**src/rtl/light_sensor_pkg.sv**
```systemverilog
// Shared defaults and limits for the light sensor array and its per-channel debouncer.
package light_sensor_pkg;

  localparam int unsigned MAX_CH              = 16;
  localparam int unsigned DEF_N_CH            = 4;
  localparam int unsigned DEF_DEBOUNCE_CYCLES = 1000;
  localparam int unsigned DEF_CNT_W           = 16;
  localparam bit          DEF_DO_ACTIVE_LOW   = 1'b1;

endpackage

```
**src/rtl/light_debounce_ch.sv**
```systemverilog
// One sensor channel: 2-flop synchroniser, stable-level debounce counter and
// registered rise/fall pulses coincident with the new debounced level.
module light_debounce_ch
  import light_sensor_pkg::*;
#(
  parameter int unsigned DEBOUNCE_CYCLES = DEF_DEBOUNCE_CYCLES,
  parameter bit          DO_ACTIVE_LOW   = DEF_DO_ACTIVE_LOW
) (
  input  logic clk,
  input  logic rst,
  input  logic i_do,
  output logic o_light,
  output logic o_on_pulse,
  output logic o_off_pulse
);

  localparam int unsigned CW = $clog2(DEBOUNCE_CYCLES + 1);

  logic          r_sync1;
  logic          r_sync2;
  logic [CW-1:0] r_cnt;
  logic          r_light;
  logic          r_on_pulse;
  logic          r_off_pulse;

  logic w_raw_light;
  logic w_differs;
  logic w_accept;

  assign w_raw_light = r_sync2 ^ DO_ACTIVE_LOW;
  assign w_differs   = (w_raw_light != r_light);
  // Accept on the edge where the count would reach DEBOUNCE_CYCLES.
  assign w_accept    = w_differs && (r_cnt == CW'(DEBOUNCE_CYCLES - 1));

  always_ff @(posedge clk) begin
    if (rst) begin
      r_sync1     <= DO_ACTIVE_LOW;
      r_sync2     <= DO_ACTIVE_LOW;
      r_cnt       <= '0;
      r_light     <= 1'b0;
      r_on_pulse  <= 1'b0;
      r_off_pulse <= 1'b0;
    end else begin
      r_sync1     <= i_do;
      r_sync2     <= r_sync1;
      r_on_pulse  <= w_accept && !r_light;
      r_off_pulse <= w_accept && r_light;
      if (!w_differs || w_accept) begin
        r_cnt <= '0;
      end else begin
        r_cnt <= r_cnt + CW'(1);
      end
      if (w_accept) begin
        r_light <= ~r_light;
      end
    end
  end

  assign o_light     = r_light;
  assign o_on_pulse  = r_on_pulse;
  assign o_off_pulse = r_off_pulse;

endmodule

```
**src/rtl/light_sensor_array.sv**
```systemverilog
// Array of independent debounced light sensors with sticky event flags and
// saturating per-channel on-event counters.
module light_sensor_array
  import light_sensor_pkg::*;
#(
  parameter int unsigned N_CH            = DEF_N_CH,
  parameter int unsigned DEBOUNCE_CYCLES = DEF_DEBOUNCE_CYCLES,
  parameter int unsigned CNT_W           = DEF_CNT_W,
  parameter bit          DO_ACTIVE_LOW   = DEF_DO_ACTIVE_LOW
) (
  input  logic                  clk,
  input  logic                  rst,
  input  logic [N_CH-1:0]       do_in,
  input  logic [N_CH-1:0]       event_clear,
  input  logic                  count_clear,
  output logic [N_CH-1:0]       light_detected,
  output logic [N_CH-1:0]       light_on_pulse,
  output logic [N_CH-1:0]       light_off_pulse,
  output logic [N_CH-1:0]       event_pending,
  output logic [N_CH*CNT_W-1:0] on_count,
  output logic                  any_light
);

  for (genvar g = 0; g < N_CH; g++) begin : g_ch
    logic             r_pending;
    logic [CNT_W-1:0] r_count;

    light_debounce_ch #(
      .DEBOUNCE_CYCLES(DEBOUNCE_CYCLES),
      .DO_ACTIVE_LOW  (DO_ACTIVE_LOW)
    ) u_ch (
      .clk        (clk),
      .rst        (rst),
      .i_do       (do_in[g]),
      .o_light    (light_detected[g]),
      .o_on_pulse (light_on_pulse[g]),
      .o_off_pulse(light_off_pulse[g])
    );

    // A new event wins over a coincident clear, for both the flag and the count.
    always_ff @(posedge clk) begin
      if (rst) begin
        r_pending <= 1'b0;
        r_count   <= '0;
      end else begin
        if (light_on_pulse[g]) begin
          r_pending <= 1'b1;
        end else if (event_clear[g]) begin
          r_pending <= 1'b0;
        end
        if (count_clear) begin
          r_count <= light_on_pulse[g] ? CNT_W'(1) : '0;
        end else if (light_on_pulse[g] && (r_count != '1)) begin
          r_count <= r_count + CNT_W'(1);
        end
      end
    end

    assign event_pending[g]            = r_pending;
    assign on_count[g*CNT_W +: CNT_W]  = r_count;
  end

  assign any_light = |light_detected;

endmodule

```
**config.mk**
```make
export PLATFORM = sky130hd
export DESIGN_NAME = light_sensor_array
export DESIGN_NICKNAME = d
export VERILOG_FILES = /design/src/rtl/light_sensor_pkg.sv /design/src/rtl/light_debounce_ch.sv /design/src/rtl/light_sensor_array.sv
export SDC_FILE = /design/constraint.sdc
export NUM_CORES = 1
export LEC_CHECK = 0
export ABC_AREA = 1
export CAP_MARGIN = 30
export CORE_MARGIN = 1.5
export CORE_UTILIZATION = 59
export DETAILED_ROUTE_END_ITERATION = 12
export PLACE_DENSITY = 0.89
export SETUP_SLACK_MARGIN = 0.2
export SYNTH_ARGS = -nofsm -noshare
export SYNTH_HDL_FRONTEND = slang
export SYNTH_SLANG_ARGS = --single-unit
```
**constraint.sdc**
```tcl
create_clock -name clk -period 4.5 [get_ports clk]
set_clock_uncertainty 0.2 [all_clocks]
set_input_delay 0.45 -clock clk [delete_from_list [all_inputs] [get_ports clk]]
set_output_delay 0.45 -clock clk [all_outputs]
set_load 0.01 [all_outputs]
```
# After elaboration in Yosys (flattened, before gate mapping)
# Index checks and enable logic that the tools add are counted.
[classes]
addsub = 8
eq_ne = 12
muxes = 20
bitwise_logic = 8
n_reduce_logical = 41
[ops]
columns = ["operator", "count"]
rows = [
  ["16-bit 2-to-1 mux", 8],
  ["16-bit by 1-bit adder with 16-bit output, second input constant", 4],
  ["16-bit != test, second input constant", 4],
  ["10-bit by 1-bit adder with 10-bit output, second input constant", 4],
  ["10-bit equality test, second input constant", 4],
  ["1-bit logical AND", 16],
  ["2-bit nonzero test", 8],
  ["1-bit 2-to-1 mux", 12],
  ["1-bit logical NOT", 8],
  ["1-bit inverter", 8],
  ["2-bit OR reduction", 4],
  ["1-bit logical OR", 4],
  ["1-bit != test", 4],
  ["4-bit OR reduction", 1],
]
[totals]
register_bits = 128
input_bits = 11
output_inout_bits = 81

# Depth between registers and ports, before layout
# Gate-level depths: netlist of the first run.
[depth]
word_depth = 5
mapped_depth = 10
mapped_depth_nobuf = 10

# Hierarchy
# From an unflattened synthesis of the first run, not the netlist that was laid out.
[unflattened]
cells_unflattened = 979
area_unflattened_um2 = 6702.7
[modules_own_cells]
columns = ["mod", "n_inst", "cells_each", "area_per_inst_um2", "seq_area_each_um2"]
rows = [
  ["light_sensor_array", 1, 631, 3905.0, 1361.3],
  ["light_debounce_ch", 4, 87, 699.4, 300.3],
]

# Worst setup path before layout of the first run
# Ideal clock, no wire load.
[synth_timing]
kind = "flip-flop to flip-flop"
from = "reg g_ch[0].r_count[0]"
to = "reg g_ch[0].r_count[5]"
setup_time_ps = 117
arrival_ps = 1514
required_time_ps = 4183
setup_slack_ps = 2668
stages_incl_launch_ff = 10
path_buffers = 1
period_less_slack_ps = 1832
cell_sequence = "dfxtp_1 ha_1 nand2_1 nor2_2 nand2_2 o21ai_4 nand2_2 buf_6 a21oi_1 nor2_1"
[synth_between]
elab_chain_cells = 3
word_cells_on_any_way = 6
cone_classes = "add/sub (1); eq/ne (1); mux (2); reduce/logical (2)"
[synth_lines]
columns = ["element", "line_no", "source"]
rows = [
  ["from (decl)", "light_sensor_array.sv:26", "logic [CNT_W-1:0] r_count;"],
  ["from (signal assigned)", "light_sensor_array.sv:52", "r_count <= light_on_pulse[g] ? CNT_W'(1) : '0;"],
  ["from (signal assigned)", "light_sensor_array.sv:54", "r_count <= r_count + CNT_W'(1);"],
  ["16-bit by 1-bit adder with 16-bit output or 16-bit != test (tied branches)", "light_sensor_array.sv:54, light_sensor_array.sv:53", ""],
  ["16-bit 2-to-1 mux or 1-bit logical AND (tied branches)", "light_sensor_array.sv:53", "end else if (light_on_pulse[g] && (r_count != '1)) begin"],
  ["16-bit 2-to-1 mux or 2-bit nonzero test (tied branches)", "--", ""],
]
# Parallel ways exist; a longest one is shown, timed or not. The select of a mux whose other input is x is not followed.
# A chain may end at the register's enable or synchronous reset.

# Final worst setup path of the first run
[layout_timing]
from = "in count_clear"
to = "reg g_ch[0].r_count[0]"
[layout_between]
elab_chain_cells = 1
word_cells_on_any_way = 2
cone_classes = "mux (1); reduce/logical (1)"
[layout_lines]
columns = ["element", "line_no", "source"]
rows = [
  ["from (decl)", "light_sensor_array.sv:15", "input logic count_clear,"],
  ["16-bit 2-to-1 mux or 2-bit nonzero test (tied branches)", "--", ""],
]
# Parallel ways exist; a longest one is shown, timed or not.

==> results of run 1 <==
-- sequential cells by signal (all words and copies together) (netlist names) --
register / cells
g_ch.r_count: 64
g_ch.r_pending: 4
g_ch.u_ch.o_light: 4
g_ch.u_ch.o_off_pulse: 4
g_ch.u_ch.o_on_pulse: 4
g_ch.u_ch.r_cnt: 40
g_ch.u_ch.r_sync1: 4
g_ch.u_ch.r_sync2: 4
-- power by group --
part	internal, W	leakage, nW	total (W)	switching, W
registers	0.00114	1.03	0.00115	0.00000925
logic	0.0000306	1.37	0.0000764	0.0000458
clock network	0.000735	0.254	0.00125	0.000519
total	0.00191	2.66	0.00248	0.000574
-- Yosys cell counts --
cell / n / area share
ha_1: 8 / 0.016
buf_2: 5 / 0.0040
nand2_2: 8 / 0.0081
xor2_1: 11 / 0.016
a21oi_1: 65 / 0.053
o21ai_0: 52 / 0.042
nand3_1: 63 / 0.051
nor2_1: 155 / 0.094
nor4_1: 5 / 0.0051
o31ai_1: 1 / 0.0012
nand2_1: 204 / 0.12
xnor2_1: 3 / 0.0042
buf_4: 18 / 0.022
o21bai_1: 2 / 0.0024
clkinv_1: 1 / 0.00061
buf_6: 3 / 0.0055
o21ai_1: 1 / 0.00081
o21ai_4: 2 / 0.0053
dfxtp_1: 128 / 0.41
nor3_1: 23 / 0.019
clkbuf_1: 9 / 0.0055
nor2_2: 5 / 0.0051
inv_1: 98 / 0.059
a31oi_1: 1 / 0.0010
o21ai_2: 2 / 0.0028
nor3b_1: 6 / 0.0073
a21oi_2: 3 / 0.0042
a31o_2: 1 / 0.0014
nand4_1: 12 / 0.012
or2_2: 12 / 0.012
and3_1: 2 / 0.0020
-- metal layers --
layer  share of wire  track usage  up-vias  wire, um
li1                -            -     3081         -
met1            0.42        0.291     2773      5920
met2            0.51        0.473      198      7280
met3           0.055       0.0563       31       781
met4           0.017       0.0978        0       248
met5               0            0        -         0
-- metrics by stage --
stage          cells  power [W]  hold slack (ns)   util
5_1_grt         1135    0.00256            0.224  0.744
3_5_place_dp    1104    0.00125            0.193  0.691
6_report        1135    0.00248            0.207  0.744
4_1_cts         1135    0.00249            0.207  0.744
3_3_place_gp    1104    0.00125            0.191  0.691
2_1_floorplan    909    0.00122            0.189      -
-- final cells by class --
cell class	instances	area [um2]	share of cell area
timing repair buffer	94	933	0.123
clock buffer	17	414	0.0544
tap	136	170	0.0224
sequential	128	2560	0.337
inverter	99	372	0.0488
multi-input combinational	647	3030	0.398
clock inverter	14	134	0.0176
-- critical path, cell delays in order --
cell             delay (ns)
clkdlybuf4s50_1        0.83
clkinv_1               0.75
nand2_2                0.52
nand2_1                0.11
a21oi_1                0.13
-- logic make-up after synthesis --
logic type,count (synthesis),synth area share
simple gates,495,0.339
buf+inv,134,0.0969
compound gates,130,0.114
flops,128,0.414
xor+xnor,14,0.0198
fa+ha+maj,8,0.0162
-- placed cells by master (no fill, tap or decap), drive strengths merged --
cell | Yosys | layout
or2 | 12 | 12
xnor2 | 3 | 3
clkinv | 1 | 5
nand3 | 63 | 63
clkdlybuf4s50 | 0 | 91
a31oi | 1 | 1
o31ai | 1 | 1
nor3 | 23 | 23
buf | 26 | 3
xor2 | 11 | 11
nand4 | 12 | 12
ha | 8 | 8
bufinv | 0 | 1
clkbuf | 9 | 17
nor2 | 160 | 160
and3 | 2 | 2
nand2 | 212 | 212
o21bai | 2 | 2
a21oi | 68 | 68
a31o | 1 | 1
inv | 98 | 102
o21ai | 57 | 57
nor4 | 5 | 5
clkinvlp | 0 | 5
dfxtp | 128 | 128
nor3b | 6 | 6
-- worst max-delay path by stage --
| stage | from | endpoint | slack, ns | cells after the start |
|---|---|---|---|---|
| floorplan | g_ch[0].r_count[0]$_SDFFE_PP0P_ | g_ch[0].r_count[5]$_SDFFE_PP0P_ | 2.67 | 9 |
| global placement | count_clear | g_ch[0].r_count[10]$_SDFFE_PP0P_ | 1.54 | 6 |
| detailed placement | count_clear | g_ch[0].r_count[3]$_SDFFE_PP0P_ | 1.53 | 5 |
| CTS | count_clear | g_ch[0].r_count[0]$_SDFFE_PP0P_ | 1.99 | 5 |
| global route | count_clear | g_ch[0].r_count[10]$_SDFFE_PP0P_ | 1.75 | 5 |
| finish | count_clear | g_ch[0].r_count[0]$_SDFFE_PP0P_ | 1.94 | 5 |
==> qor.txt, run 1 <==
Status - completed
Post-cts sizing count - 0
CTS root buf - clkbuf_8
Final ANT Viol Nets - 0
Std-Cell Rows - 37
CP Capture Type - flip-flop
1st-iter DRT viols - 296
Relative slew slack - 0.525
H-tree depth - 4
Routed via count - 6083
# setup viols final - 0
CTS tree - built
Register area share after synthesis - 0.414
Share of layout cells above drive strength 1 - 0.0681
Max Transition Viols Final - 0
Drc violations - 0
Hold endpoint - g_ch[0].u_ch.r_sync2$_SDFF_PP1_
Mapped cell area - 6190 um2
CTS Hold Buffers Added - 0
Remaining Overflow, GRT - 0
CP startpoint kind - input pin
Worst Hold Launch - g_ch[0].u_ch.r_sync1$_SDFF_PP1_
Worst slack, placed - 1.53 ns
Post-synth cell types - 31
Pwr Density - 326 nW/um2
Yosys warning count - 0
Synth Register Bits - 128
Reg clk slew, reported paths - 0.06 ns
PortBufs - 91
Mapped Cells - 909
Initial Util - 0.605
IO Pins - 92
Syn_nets - 928
Unrepaired setup endpoints after global routing - no
Antenna violations before repair - 0
Crit-path max FO - 24
Reg2reg setup slack - 2.17 ns
Die area - 11100 um2
FILL cells - 814
Placed instance area - 7070 um2
Net count, final - 1006
DP HPWL - 9770 um
Via density per instance - 5.36
Worst EP required - 4.74 ns
Setup tns final - 0 ns
Total wire length - 14200 um
Synth-to-layout area growth - 23.1%
DR pass1 iterations - 5
Clock sink count - 128
Final count of hold timing violations - 0
Number of global-route vias before repair - 5500
Fmax - 390 MHz
Depth of the worst register-to-register path - 8
Antenna Cells - 0
Worst r2r dst - g_ch[0].r_count[14]$_SDFFE_PP0P_
Global-route wire length before repair - 23500 um
Drt wl/cell - 12.5 um
Arrival time at the worst endpoint - 2.81 ns
Design Area, Final - 7610 um2
Post CTS Setup Buffer Count - 0
Worst-Skew Late Latency - 0.52 ns
GRT Total Usage - 0.258
Avg Synthesized Cell Area - 6.81 um2
Max_cap viols - 0
Leakage - 2.66 nW
Die X-Extent - 105 um
Slew @ Worst Pin - 0.708 ns
Core Box Area - 10200 um2
Largest net degree at the start of global routing - 37
Placer Congestion - 0.846
PnR worst setup slack - 1.94 ns
Reg2reg start - g_ch[0].r_count[0]$_SDFFE_PP0P_
Fin crit share - 0.570
Num CTS Buffers - 17
Die Height - 105 um
Type of the worst setup path - input pin to flip-flop
Hold Path Class - flip-flop to flip-flop
Worst vdd ir - 0.289 mV
Clk buf depth - 2
Number of cells on the worst hold path - 1
Final Critical Period - 2.56 ns
Power figures use the tool's default switching activity.
==> inputs of run 2 (changes only) <==
- CORE_UTILIZATION: 59 -> 54
- PLACE_DENSITY: 0.89 -> 0.83
- clock period: 4.5 -> 2.54 ns (I/O delays scaled with it)
==> run 2 against run 1 <==
Net effect:
- cell area rose by 1.2%
- first-iteration DRC count rose by 82%
- critical path depth rose by 3
- clock power rose by 89%
- wire length rose by 0.96%
- worst hold slack got worse by 0.0099 ns
- sequential share of layout area fell by 0.38 points
- via count fell by 1.7%
- power rose by 83%
- register-to-register slack got worse by 1.7 ns
- largest power group unchanged
==> qor.txt, run 2 (synthesis results as in run 1) <==
Most frequent cells in the layout - nand2_1 (204), nor2_1 (154), dfxtp_1 (128)
Final count of hold timing violations - 0 (unchanged)
# setup viols final - 0 (unchanged)
Type of the worst setup path - flip-flop to flip-flop
Slew @ Worst Pin - 0.499 ns (-0.208 ns)
CTS Hold Buffers Added - 0 (unchanged)
Placer Congestion - 0.845 (-0.21%)
Remaining Overflow, GRT - 0 (unchanged)
Hold Path Class - input pin to flip-flop
DP HPWL - 9990 um (+2.2%)
Fin crit share - 0.825
Area of the multi-input gates - 3030 um2 (+0.17%)
Pwr Density - 590 nW/um2 (+81%)
CTS root buf - clkbuf_16
Worst Path Buf+Inv - 0 (-2)
Crit-path max FO - 13 (-46%)
Antenna Cells - 0 (unchanged)
CTS tree - built
Max Transition Viols Final - 0 (unchanged)
Drc violations - 0 (unchanged)
Reg clk slew, reported paths - 0.06 ns (about the same)
Fmax - 477 MHz
Leakage - 2.70 nW (+1.7%)
IO Pins - 92 (unchanged)
Commonest non-fill, non-tap cell in the layout - nand2_1
Worst EP required - 2.64 ns (-2.10 ns)
Max FFs per register - 64 (unchanged)
Num CTS Buffers - 17 (unchanged)
PortBufs - 91 (unchanged)
CP startpoint kind - flip-flop
H-tree depth - 4 (unchanged)
Sequential Area - 2560 um2 (unchanged)
Worst-Skew Late Latency - 0.41 ns (-0.11 ns)
Crit path cell chain - ha_1, nand2_1, nor2_2, nand2_2, o21ai_4, nand2_4, o21ai_0, nor2_1
Clk buf depth - 2 (unchanged)
Unrepaired setup endpoints after global routing - no
Routed via count - 5981 (-1.7%)
Max_cap viols - 0 (unchanged)
FILL cells - 914 (+12%)
Via density per instance - 5.23 (-2.5%)
Die X-Extent - 110 um (+4.4%)
Core Box Area - 11000 um2 (+7.3%)
Number of global-route vias before repair - 5436 (-1.2%)
Critical path depth - 8 (+3)
Max stage delay on crit path - 0.38 ns (-0.45 ns)
GRT Total Usage - 0.252 (-0.00598)
Global-route wire length before repair - 24100 um (+2.4%)
DR pass1 iterations - 5 (unchanged)
Worst vdd ir - 0.546 mV (+89%)
Worst slack, placed - 0.390 ns (-1.14 ns)
Std-Cell Rows - 38 (+2.7%)
Share of layout cells above drive strength 1 - 0.0717 (+0.00365)
Relative slew slack - 0.666 (+0.141)
Post CTS Setup Buffer Count - 0 (unchanged)
Reg with most FFs - g_ch.r_count
Final ANT Viol Nets - 0 (unchanged)
Depth of the worst register-to-register path - 8 (unchanged)
Initial Util - 0.563 (-0.0414)
Number of cells on the worst hold path - 2 (+1)
Synth-to-layout area growth - 24.5%
Post-cts sizing count - 0 (unchanged)
Die area - 12100 um2 (+9.0%)
Biggest regs - g_ch.r_count x64, g_ch.u_ch.r_cnt x40
Status - completed
1st-iter DRT viols - 539 (+82%)
Net count, final - 1010 (+0.40%)
Drt wl/cell - 12.6 um (+0.17%)
Final Critical Period - 2.09 ns
CP top delay family - simple AND/OR/NAND/NOR gates
Critical-path top delay cell - dfxtp_1
Arrival time at the worst endpoint - 2.20 ns (-0.61 ns)
Setup tns final - 0 ns (unchanged)
Die Height - 110 um (+4.4%)
Total wire length - 14400 um (+0.96%)
Antenna violations before repair - 0 (unchanged)
PnR worst setup slack - 0.446 ns (-1.49 ns)
CP Capture Type - flip-flop
Largest net degree at the start of global routing - 48 (+30%)
Clock sink count - 128 (unchanged)
-- run 2: changes by cell type in the layout (fill, tap and decap cells not counted) --
cell        before  now
buf_12           0    1
buf_4            3    6
bufinv_16        1    2
clkbuf_1         0    1
clkbuf_16       16   17
clkinv_2         1    3
clkinv_4         3    4
clkinvlp_4       5    4
inv_6            4    0
nand2_2          8    7
nand2_4          0    1
-- run 2: worst register-to-register path, cell delays in order, from the launching register on --
cell	delay [ns]
dfxtp_1	0.38
ha_1	0.20
nand2_1	0.08
nor2_2	0.18
nand2_2	0.13
o21ai_4	0.34
nand2_4	0.20
o21ai_0	0.21
nor2_1	0.05
-- run 2: metrics by stage --
| step | hold slack (ns) | area [um2] | total power (W) | instances | util |
|---|---|---|---|---|---|
| 4_1_cts | 0.188 | 7700 | 0.00457 | 1144 | 0.701 |
| 2_1_floorplan | 0.158 | 6190 | 0.00217 | 909 | - |
| 3_5_place_dp | 0.195 | 7110 | 0.00222 | 1112 | 0.648 |
| 5_1_grt | 0.195 | 7700 | 0.00469 | 1144 | 0.701 |
| 3_3_place_gp | 0.191 | 7110 | 0.00222 | 1112 | 0.648 |
| 6_report | 0.197 | 7700 | 0.00455 | 1144 | 0.701 |
-- run 2: area by class of cell --
class / count / share of cell area
clock inverters: 13 / 0.0182
multi-input cells: 647 / 0.394
clock buffers: 19 / 0.0575
flip-flops and latches: 128 / 0.333
repair buffers: 98 / 0.127
well taps: 140 / 0.0227
inverters: 99 / 0.0483
-- run 2: layer usage --
metal,GRT usage,part of all wire,vias to the layer above,wire length [um]
li1,-,-,3087,-
met4,0.0844,0.015,0,221
met1,0.302,0.45,2685,6430
met2,0.434,0.48,183,6850
met5,0,0,-,0
met3,0.0705,0.060,26,863
-- run 2: worst paths after layout --
| path | start | end | slack (ns) |
|---|---|---|---|
| max | g_ch[0].r_count[0]$_SDFFE_PP0P_ | g_ch[0].r_count[14]$_SDFFE_PP0P_ | 0.45 |
| min reg2reg | g_ch[0].u_ch.r_sync1$_SDFF_PP1_ | g_ch[0].u_ch.r_sync2$_SDFF_PP1_ | 0.21 |
| max reg2reg | g_ch[0].r_count[0]$_SDFFE_PP0P_ | g_ch[0].r_count[14]$_SDFFE_PP0P_ | 0.45 |
| min | do_in[2] | g_ch[2].u_ch.r_sync1$_SDFF_PP1_ | 0.20 |
-- run 2: where the power goes --
group | leakage [nW] | switching, W | internal, W
clock network | 0.275 | 0.000896 | 0.00147
registers | 1.03 | 0.0000153 | 0.00202
logic | 1.39 | 0.0000846 | 0.0000577
==> inputs of run 3 (changes only) <==
- CORE_UTILIZATION: 54 -> 49
- PLACE_DENSITY: 0.83 -> 0.79
- clock period: 2.54 -> 1.7 ns (I/O delays scaled with it)
==> run 3 against run 2 <==
Net effect:
- the flow now finishes with violations (setup timing)
- cell area up 32%
- non-clock buffer count up 127
- core utilization up 14 points
- register-to-register slack worse by 0.55 ns
- sequential cell count unchanged
- count of clock-buffer cells in the layout up 2
- largest cell class unchanged
==> qor.txt, run 3 (synthesis results as in run 1) <==
Status - finished, violations left
Failing checks - setup timing
Reg with most FFs - g_ch.r_count
CP Capture Type - flip-flop
Type of the worst setup path - input pin to flip-flop
FILL cells - 662 (-28%)
Placed Cells - 1204 (+8.3%)
Worst Hold Launch - do_in[1]
Via density per instance - 5.67 (+8.4%)
Area of the multi-input gates - 4340 um2 (+43%)
Relative slew slack - 0.527 (-0.139)
Hold Path Class - input pin to flip-flop
Number of cells on the worst hold path - 2 (unchanged)
IO Pins - 92 (unchanged)
Reg2reg setup slack - -0.10 ns (-0.55 ns)
Std-Cell Rows - 40 (+5.3%)
Placed instance area - 7910 um2 (+11%)
H-tree depth - 4 (unchanged)
GRT Total Usage - 0.287 (+0.0349)
Most frequent cells in the layout - nand2_1 (157), nor2_1 (99), buf_4 (98)
Slew @ Worst Pin - 0.703 ns (+0.203 ns)
Drt wl/cell - 17.8 um (+41%)
Max FFs per register - 64 (unchanged)
CTS root buf - clkbuf_16
Worst vdd ir - 0.806 mV (+48%)
Num CTS Buffers - 17 (unchanged)
Worst-Skew Late Latency - 0.43 ns (+0.02 ns)
Unrepaired setup endpoints after global routing - yes
Die X-Extent - 115 um (+4.8%)
Non-Filler Instances - 1304 (+14%)
DR pass1 iterations - 5 (unchanged)
Max Transition Viols Final - 0 (unchanged)
Largest net degree at the start of global routing - 35 (-27%)
Global-route wire length before repair - 30200 um (+26%)
Number of global-route vias before repair - 6498 (+20%)
Worst r2r dst - g_ch[1].r_count[9]$_SDFFE_PP0P_
Final Critical Period - 1.80 ns
Final count of hold timing violations - 0 (unchanged)
Die Height - 115 um (+4.8%)
# setup viols final - 25 (+25)
Share of layout cells above drive strength 1 - 0.485 (+0.413)
1st-iter DRT viols - 611 (+13%)
Reg clk slew, reported paths - 0.06 ns (about the same)
Leakage - 4.06 nW (+50%)
Die area - 13300 um2 (+9.9%)
Remaining Overflow, GRT - 0 (unchanged)
Drc violations - 0 (unchanged)
Total wire length - 23200 um (+61%)
Crit-path max FO - 8 (-5)
Worst EP required - 1.86 ns (-0.78 ns)
Final ANT Viol Nets - 0 (unchanged)
Antenna violations before repair - 0 (unchanged)
Clk buf depth - 2 (unchanged)
Biggest regs - g_ch.r_count x64, g_ch.u_ch.r_cnt x40
CTS tree - built
Pwr Density - 710 nW/um2 (+20%)
Final core utilization - 0.838 (+0.137)
Depth of the worst register-to-register path - 8 (unchanged)
Core Box Area - 12200 um2 (+11%)
Sequential Area - 2710 um2 (+5.6%)
CTS Hold Buffers Added - 0 (unchanged)
CP startpoint kind - input pin
DP HPWL - 10900 um (+9.4%)
Clock sink count - 128 (unchanged)
PortBufs - 91 (unchanged)
Design Area, Final - 10200 um2 (+32%)
Placer Congestion - 0.895 (+6.0%)
Net count, final - 1142 (+13%)
PnR worst setup slack - -0.103 ns (-0.549 ns)
Initial Util - 0.509 (-0.0546)
Hold endpoint - g_ch[1].u_ch.r_sync1$_SDFF_PP1_
Fin crit share - 1.06
Antenna Cells - 0 (unchanged)
Fmax - 554 MHz
Routed via count - 7388 (+24%)
Commonest non-fill, non-tap cell in the layout - nand2_1
Arrival time at the worst endpoint - 1.96 ns (-0.24 ns)
Hold Slack - 0.0957 ns (-0.101 ns)
Max_cap viols - 0 (unchanged)
Reg2reg start - g_ch[1].r_count[9]$_SDFFE_PP0P_
Worst slack, placed - -0.0403 ns (-0.430 ns)
Synth-to-layout area growth - 64.8%
run 3: cell count changes in the layout (fill, tap and decap cells not counted), sizes merged:
cell | before | now
nand2 | 212 | 217
clkinvlp | 4 | 1
clkinv | 8 | 7
clkbuf | 19 | 42
dlygate4sd2 | 0 | 34
clkdlybuf4s15 | 0 | 13
bufinv | 2 | 3
clkdlybuf4s50 | 91 | 10
inv | 98 | 99
buf | 7 | 147
run 3: final cells by class:
type	count	area share
Multi-Input combinational cell	652	0.425
Sequential cell	128	0.265
Timing Repair Buffer	225	0.189
Clock buffer	21	0.0472
Inverter	99	0.0369
Tap cell	168	0.0206
Clock inverter	11	0.0150
run 3: worst max-delay path by stage:
| stage | startpoint | end | slack, ns | depth (start not counted) |
|---|---|---|---|---|
| global route | count_clear | g_ch[1].r_count[0]$_SDFFE_PP0P_ | -0.16 | 6 |
| detailed placement | count_clear | g_ch[2].r_count[3]$_SDFFE_PP0P_ | -0.04 | 6 |
| global placement | count_clear | g_ch[0].r_count[10]$_SDFFE_PP0P_ | 0.01 | 7 |
| finish | count_clear | g_ch[1].r_count[0]$_SDFFE_PP0P_ | -0.10 | 6 |
| CTS | g_ch[2].u_ch.o_light$_SDFFE_PP0P_ | any_light | 0.02 | 3 |
| floorplan | g_ch[1].r_count[1]$_SDFFE_PP0P_ | g_ch[1].r_count[12]$_SDFFE_PP0P_ | 0.05 | 9 |
run 3: critical path, cell delays in order:
cell	delay, ns
clkdlybuf4s50_1	0.46
buf_4	0.20
buf_4	0.17
o21ai_0	0.57
nand2_1	0.21
a21oi_2	0.18
run 3: power breakdown:
group	internal, W	switching, W
clock	0.00248	0.00140
sequential	0.00300	0.0000199
combinational	0.000135	0.000221
run 3: metrics by stage:
stage               total power [W]  TNS (ns)
global placement            0.00335         0
finish                      0.00724    -0.957
CTS                         0.00720         0
detailed placement          0.00336    -0.215
global route                0.00743     -3.11
floorplan                   0.00324         0
run 3: what timing repair did:
item,in CTS,in global routing
gates cloned,7,3
pin swaps,47,70
resized for setup,306,269
setup buffers,25,33
endpoints found under the setup margin,190,156
run 3: per-layer routing:
metal | vias to the layer above | track usage | wire length, um
li1 | 3361 | - | -
met5 | - | 0 | 0
met1 | 3506 | 0.320 | 8140
met3 | 121 | 0.0680 | 1660
met4 | 0 | 0.142 | 1320
met2 | 400 | 0.510 | 12000
